===== config.mk =====
export PLATFORM = sky130hd
export DESIGN_NAME = vrf_wb_arbiter
export DESIGN_NICKNAME = d
export VERILOG_FILES = /design/src/rtl/vpu_pkg.sv /design/src/rtl/rr_arbiter.sv /design/src/rtl/vrf_wb_arbiter.sv
export SDC_FILE = /design/constraint.sdc
export NUM_CORES = 1
export LEC_CHECK = 0
export ABC_CLOCK_PERIOD_IN_PS = 2700
export BUFFER_PORTS_ARGS = -buffer_cell sky130_fd_sc_hd__clkbuf_2
export CELL_PAD_IN_SITES_DETAIL_PLACEMENT = 0
export CELL_PAD_IN_SITES_GLOBAL_PLACEMENT = 1
export CORE_AREA = 8 8 421 423
export CTS_CLUSTER_DIAMETER = 80
export CTS_CLUSTER_SIZE = 24
export DETAILED_ROUTE_END_ITERATION = 16
export DIE_AREA = 0 0 429 431
export PLACE_DENSITY_LB_ADDON = 0.1
export REMOVE_ABC_BUFFERS = 1
export SKIP_CTS_REPAIR_TIMING = 1
export SLEW_MARGIN = 20
export SYNTH_ARGS = -nofsm -noshare
export SYNTH_HDL_FRONTEND = slang
export SYNTH_SLANG_ARGS = --single-unit
export TNS_END_PERCENT = 100

===== constraint.sdc =====
create_clock -name clk_i -period 2.7 [get_ports clk_i]
set_clock_uncertainty 0.05 [all_clocks]
set_input_delay 0.135 -clock clk_i [delete_from_list [all_inputs] [get_ports clk_i]]
set_output_delay 0.135 -clock clk_i [all_outputs]
set_load 0.1 [all_outputs]

===== src/rtl/vpu_pkg.sv =====
// vpu_pkg: shared vector-unit widths and register-address/data types
package vpu_pkg;
  localparam int VPU_VLEN = 256;
  localparam int VREG_ADDR_W = 5;
  localparam int NUM_VREGS = 32;
  typedef logic [VREG_ADDR_W-1:0] vreg_addr_t;
  typedef logic [VPU_VLEN-1:0] vreg_data_t;
endpackage


===== src/rtl/rr_arbiter.sv =====
// rr_arbiter: combinational round-robin pick, searching upward from ptr_i with wrap
module rr_arbiter #(
  parameter int NUM_REQ = 3,
  parameter int PW = $clog2(NUM_REQ)
) (
  input  logic [NUM_REQ-1:0] req_i,
  input  logic [PW-1:0]      ptr_i,
  output logic [NUM_REQ-1:0] gnt_o,
  output logic [PW-1:0]      idx_o,
  output logic               vld_o
);
  always_comb begin
    idx_o = '0;
    vld_o = 1'b0;
    // Walk offsets from farthest to nearest so the nearest hit wins.
    for (int k = NUM_REQ - 1; k >= 0; k--) begin
      if (req_i[(int'(ptr_i) + k) % NUM_REQ]) begin
        idx_o = PW'((int'(ptr_i) + k) % NUM_REQ);
        vld_o = 1'b1;
      end
    end
  end
  assign gnt_o = vld_o ? NUM_REQ'(1) << idx_o : '0;
endmodule


===== src/rtl/vrf_wb_arbiter.sv =====
// vrf_wb_arbiter: round-robin VRF write-back arbiter with registered write port
// and a busy-bit scoreboard for RAW/WAW hazard detection at issue.
module vrf_wb_arbiter import vpu_pkg::*; #(
  parameter int VLEN = VPU_VLEN,
  parameter int NUM_REQ = 3,
  parameter int NUM_REGS = NUM_VREGS
) (
  input  logic                           clk_i,
  input  logic                           rst_ni,
  input  logic [NUM_REQ-1:0]             req_valid_i,
  output logic [NUM_REQ-1:0]             req_ready_o,
  input  logic [NUM_REQ*VREG_ADDR_W-1:0] req_waddr_i,
  input  logic [NUM_REQ*VLEN-1:0]        req_wdata_i,
  output logic                           vrf_we_o,
  output vreg_addr_t                     vrf_waddr_o,
  output logic [VLEN-1:0]                vrf_wdata_o,
  input  logic                           rsv_valid_i,
  input  vreg_addr_t                     rsv_vd_i,
  input  vreg_addr_t                     chk_vs1_i,
  input  vreg_addr_t                     chk_vs2_i,
  input  vreg_addr_t                     chk_vs3_i,
  input  vreg_addr_t                     chk_vd_i,
  output logic                           hazard_o,
  output logic [NUM_REGS-1:0]            busy_o,
  input  logic                           flush_i
);
  localparam int PW = $clog2(NUM_REQ);
  logic [PW-1:0] ptr_q, ptr_d, gnt_idx;
  logic [NUM_REQ-1:0] gnt;
  logic gnt_vld, we_q, we_d;
  vreg_addr_t waddr_q, waddr_d, gnt_addr;
  logic [VLEN-1:0] wdata_q, wdata_d;
  logic [NUM_REGS-1:0] busy_q, busy_d;

  rr_arbiter #(.NUM_REQ(NUM_REQ), .PW(PW)) u_arb (
    .req_i(req_valid_i),
    .ptr_i(ptr_q),
    .gnt_o(gnt),
    .idx_o(gnt_idx),
    .vld_o(gnt_vld)
  );

  assign gnt_addr = req_waddr_i[int'(gnt_idx)*VREG_ADDR_W +: VREG_ADDR_W];

  always_comb begin
    ptr_d = gnt_vld ? ((int'(gnt_idx) == NUM_REQ - 1) ? '0 : gnt_idx + 1'b1) : ptr_q;
    we_d = gnt_vld && (gnt_addr != '0);
    waddr_d = gnt_vld ? gnt_addr : waddr_q;
    wdata_d = gnt_vld ? req_wdata_i[int'(gnt_idx)*VLEN +: VLEN] : wdata_q;
    busy_d = busy_q;
    if (we_q) busy_d[waddr_q] = 1'b0;
    // Set after clear so a same-register reserve survives the commit.
    if (rsv_valid_i) busy_d[rsv_vd_i] = 1'b1;
    if (flush_i) busy_d = '0;
    busy_d[0] = 1'b0;
  end

  always_ff @(posedge clk_i or negedge rst_ni) begin
    if (!rst_ni) begin
      ptr_q <= '0;
      we_q <= 1'b0;
      waddr_q <= '0;
      wdata_q <= '0;
      busy_q <= '0;
    end else begin
      ptr_q <= ptr_d;
      we_q <= we_d;
      waddr_q <= waddr_d;
      wdata_q <= wdata_d;
      busy_q <= busy_d;
    end
  end

  assign req_ready_o = rst_ni ? gnt : '0;
  assign vrf_we_o = we_q;
  assign vrf_waddr_o = waddr_q;
  assign vrf_wdata_o = wdata_q;
  assign busy_o = busy_q;
  assign hazard_o = rst_ni & (busy_q[chk_vs1_i] | busy_q[chk_vs2_i] | busy_q[chk_vs3_i] | busy_q[chk_vd_i]);
endmodule


==> impl_metrics.csv <==
group,metric,value,unit
run_status,outcome,"finished, violations left",
run_status,failed_checks,"negative setup slack",
run,cap_violations,0,
logic_synthesis,synthArstFlopShare,1.00,
timing,setup_viol,261,
clock_tree,cts_tree,"done",
logic_synthesis,synth_mux_area_frac,0.0464,
global_routing,grt_max_degree,97,
worst_setup_path,end_kind,"primary output",
routing,post-route-drc-count,0,
finish,layout.cells.non_filler,6462,
worst_setup_path,cp_max_fo,5,
finish,final_common_cell,"clkbuf_2",
logic_synthesis,yosysTopAreaCellShare,0.421,
clock_tree,cts_root_buffer,"clkbuf_16",
worst_setup_path,cp.required,2520,ps
timing,layout_min_cycle_time,3070,ps
logic_synthesis,syn_avg_cell_area,8.53,um^2
finish,utilization,0.248,
finish,syn_to_final_growth,141,%
global_routing,grt-ovfl-total,0,
worst_setup_path,cp_data_arrival_time,2880,ps
logic_synthesis,synthSimpleGateAreaFrac,0.200,
logic_synthesis,synth_xor_area_frac,0,
logic_synthesis,ys_seq_area_frac,0.421,
floorplanning,die_y,431,um
timing,final.setup.worst_slack,-368,ps
timing,post-route-period-util,1.14,
placement,dpl.cell_count,5467,
floorplanning,start_util,0.103,
logic_synthesis,synth_ff_type,"dfrtp_1",
routing,wirelength,159000,um
timing,relSlewSlack,0.477,
placement,dpl_cell_area,0.0275,mm^2
finish,multi_input_area,0.0120,mm^2
floorplanning,core_area,0.171,mm^2
placement,place_hpwl,119000,um
worst_setup_path,worstPathCellList,"inv_2, ha_4, nor2b_1, o21a_1, or3_4, buf_6, o211ai_1, buf_4, nor2_4, buf_12",
clock_tree,clk_pin_slew,60,ps
logic_synthesis,synth_compound_area_frac,0.274,
floorplanning,io_pins,1113,
routing,vias,25107,
logic_synthesis,yosysWarnings,0,
timing,tightestPinTransition,785,ps
routing,post_drt_wl_per_cell,24.6,um
global_routing,grt_pass1_wl,192000,um
clock_tree,htreeDepth,2,
worst_setup_path,startpoint_type,"register",
routing,first_iter_violations,1118,
timing,rsz0062_at_grt,"true",
logic_synthesis,yosysTopAreaCell,"dfrtp_1",
finish,register_area,0.00739,mm^2
logic_synthesis,synth_top_family_by_area,"compound AO/OA/AOI/OAI gates",
logic_synthesis,synth_area,0.0176,mm^2
floorplanning,rows,152,
finish,final_cell_mix,"1106 x clkbuf_2, 714 x dlygate4sd3_1, 512 x nand2_1",
logic_synthesis,synthTopCellsByArea,"dfrtp_1 42%, a311oi_1 13%, nand2_1 12%, a21o_1 11%, nor2_1 5.8%",
logic_synthesis,postSynthCellCount,2059,
clock_tree,clock_latency,610,ps
floorplanning,die_w,429,um
min_path,min_path_type,"input pin to register",
clock_tree,cts.sinks,295,
placement,pre_cts_ws,-666,ps
logic_synthesis,synth.distinct_cells,52,
floorplanning,die-area,0.185,mm^2
global_routing,track_usage,0.145,
worst_setup_path,crit_path_max_incr_delay,410,ps
worst_setup_path,slowest_stage,"or3_4",
placement,port_buffers,1111,
worst_setup_path,critPathKind,"register to primary output",
finish,nNetsFinal,4986,
routing,drtAntennaViolNets,0,
routing,via_per_inst,3.89,
global_routing,first_global_vias,23065,
timing,fmax,0.326,GHz
placement,gp_congestion,0.812,
finish,stdcell_area,0.0424,mm^2
finish,nFillCells,18727,
global_routing,antenna_found_initial,30,
logic_synthesis,synth-edff-count,0,
logic_synthesis,synth_fa_ha_area_frac,0.00214,
timing,finalHoldViolations,0,
logic_synthesis,synth-seq-cells,295,
routing,firstDrtPassIters,5,
finish,drive_above_1_share,0.491,
timing,slew_violations,0,
clock_tree,cts_made_buffers,45,
clock_tree,clk_path_buf_depth,3,
==> critical path, delay by kind of cell, from the launching register on <==
kind / cells / cell delay [ps]
DFF: 1 / 400
and+or+nand+nor: 3 / 600
AOI/OAI and AO/OA: 2 / 470
buffers and inverters: 4 / 570
adders and majority gates: 1 / 220
==> kinds of logic (layout without fill, tap and decap cells) <==
family	after synthesis	after routing
AND/OR/NAND/NOR	889	889
other	1	26
adder cells (fa/ha/maj)	3	3
multiplexers	51	51
flip-flops	295	295
AO/OA/AOI/OAI	619	619
buffers and inverters	201	2346
==> per-stage QoR <==
step                hold slack (ps)  setup TNS (ps)
floorplan                      -211        -2338480
global placement               24.5          -52720
detailed placement             23.2          -42520
CTS                            -694          -51360
global route                  0.734          -71990
finish                         13.7          -40740
==> flip-flops by register name, summed over array words and instances, names as in the netlist <==
| register | count |
|---|---|
| busy_o | 31 |
| ptr_q | 2 |
| vrf_waddr_o | 5 |
| vrf_wdata_o | 256 |
| vrf_we_o | 1 |
==> cell usage after synthesis (16+ instances only) <==
library cell,number
nand2_1,563
dfrtp_1,295
nor2_1,271
a21o_1,262
a311oi_1,261
buf_2,132
clkbuf_1,44
a21oi_1,39
o21ai_0,37
mux2i_1,24
mux4_2,24
buf_4,16
==> routing by layer <==
metal,track usage,share of wire
met1,0.158,0.40
met2,0.261,0.52
met3,0.0506,0.060
met4,0.0485,0.029
met5,0,0.00017
==> layout make-up <==
cell class	count	area share
diodes	25	0.00148
clock buffers	55	0.0297
clock inverters	28	0.00910
inverters	4	0.000354
multi-input cells	1563	0.284
flip-flops and latches	295	0.174
well taps	2233	0.0660
repair buffers	2259	0.435
==> final timing paths <==
path | start | end | slack (ps) | cells after the start
max | ptr_q[0]$_DFFE_PN0N_ | req_ready_o[0] | -370 | 10
min | req_wdata_i[21] | vrf_wdata_o[21]$_DFFE_PN0N_ | 10 | 5
max reg2reg | ptr_q[0]$_DFFE_PN0N_ | vrf_wdata_o[87]$_DFFE_PN0N_ | -360 | 16
min reg2reg | vrf_wdata_o[177]$_DFFE_PN0N_ | vrf_wdata_o[177]$_DFFE_PN0N_ | 420 | 1
max in group asynchronous | rst_ni | vrf_wdata_o[109]$_DFFE_PN0N_ | 1180 | 4
min in group asynchronous | rst_ni | vrf_wdata_o[146]$_DFFE_PN0N_ | 460 | 3
Power is left out: the tool's default activity adds up to more than one toggle a clock period on the data nets, which glitch-free logic cannot reach.
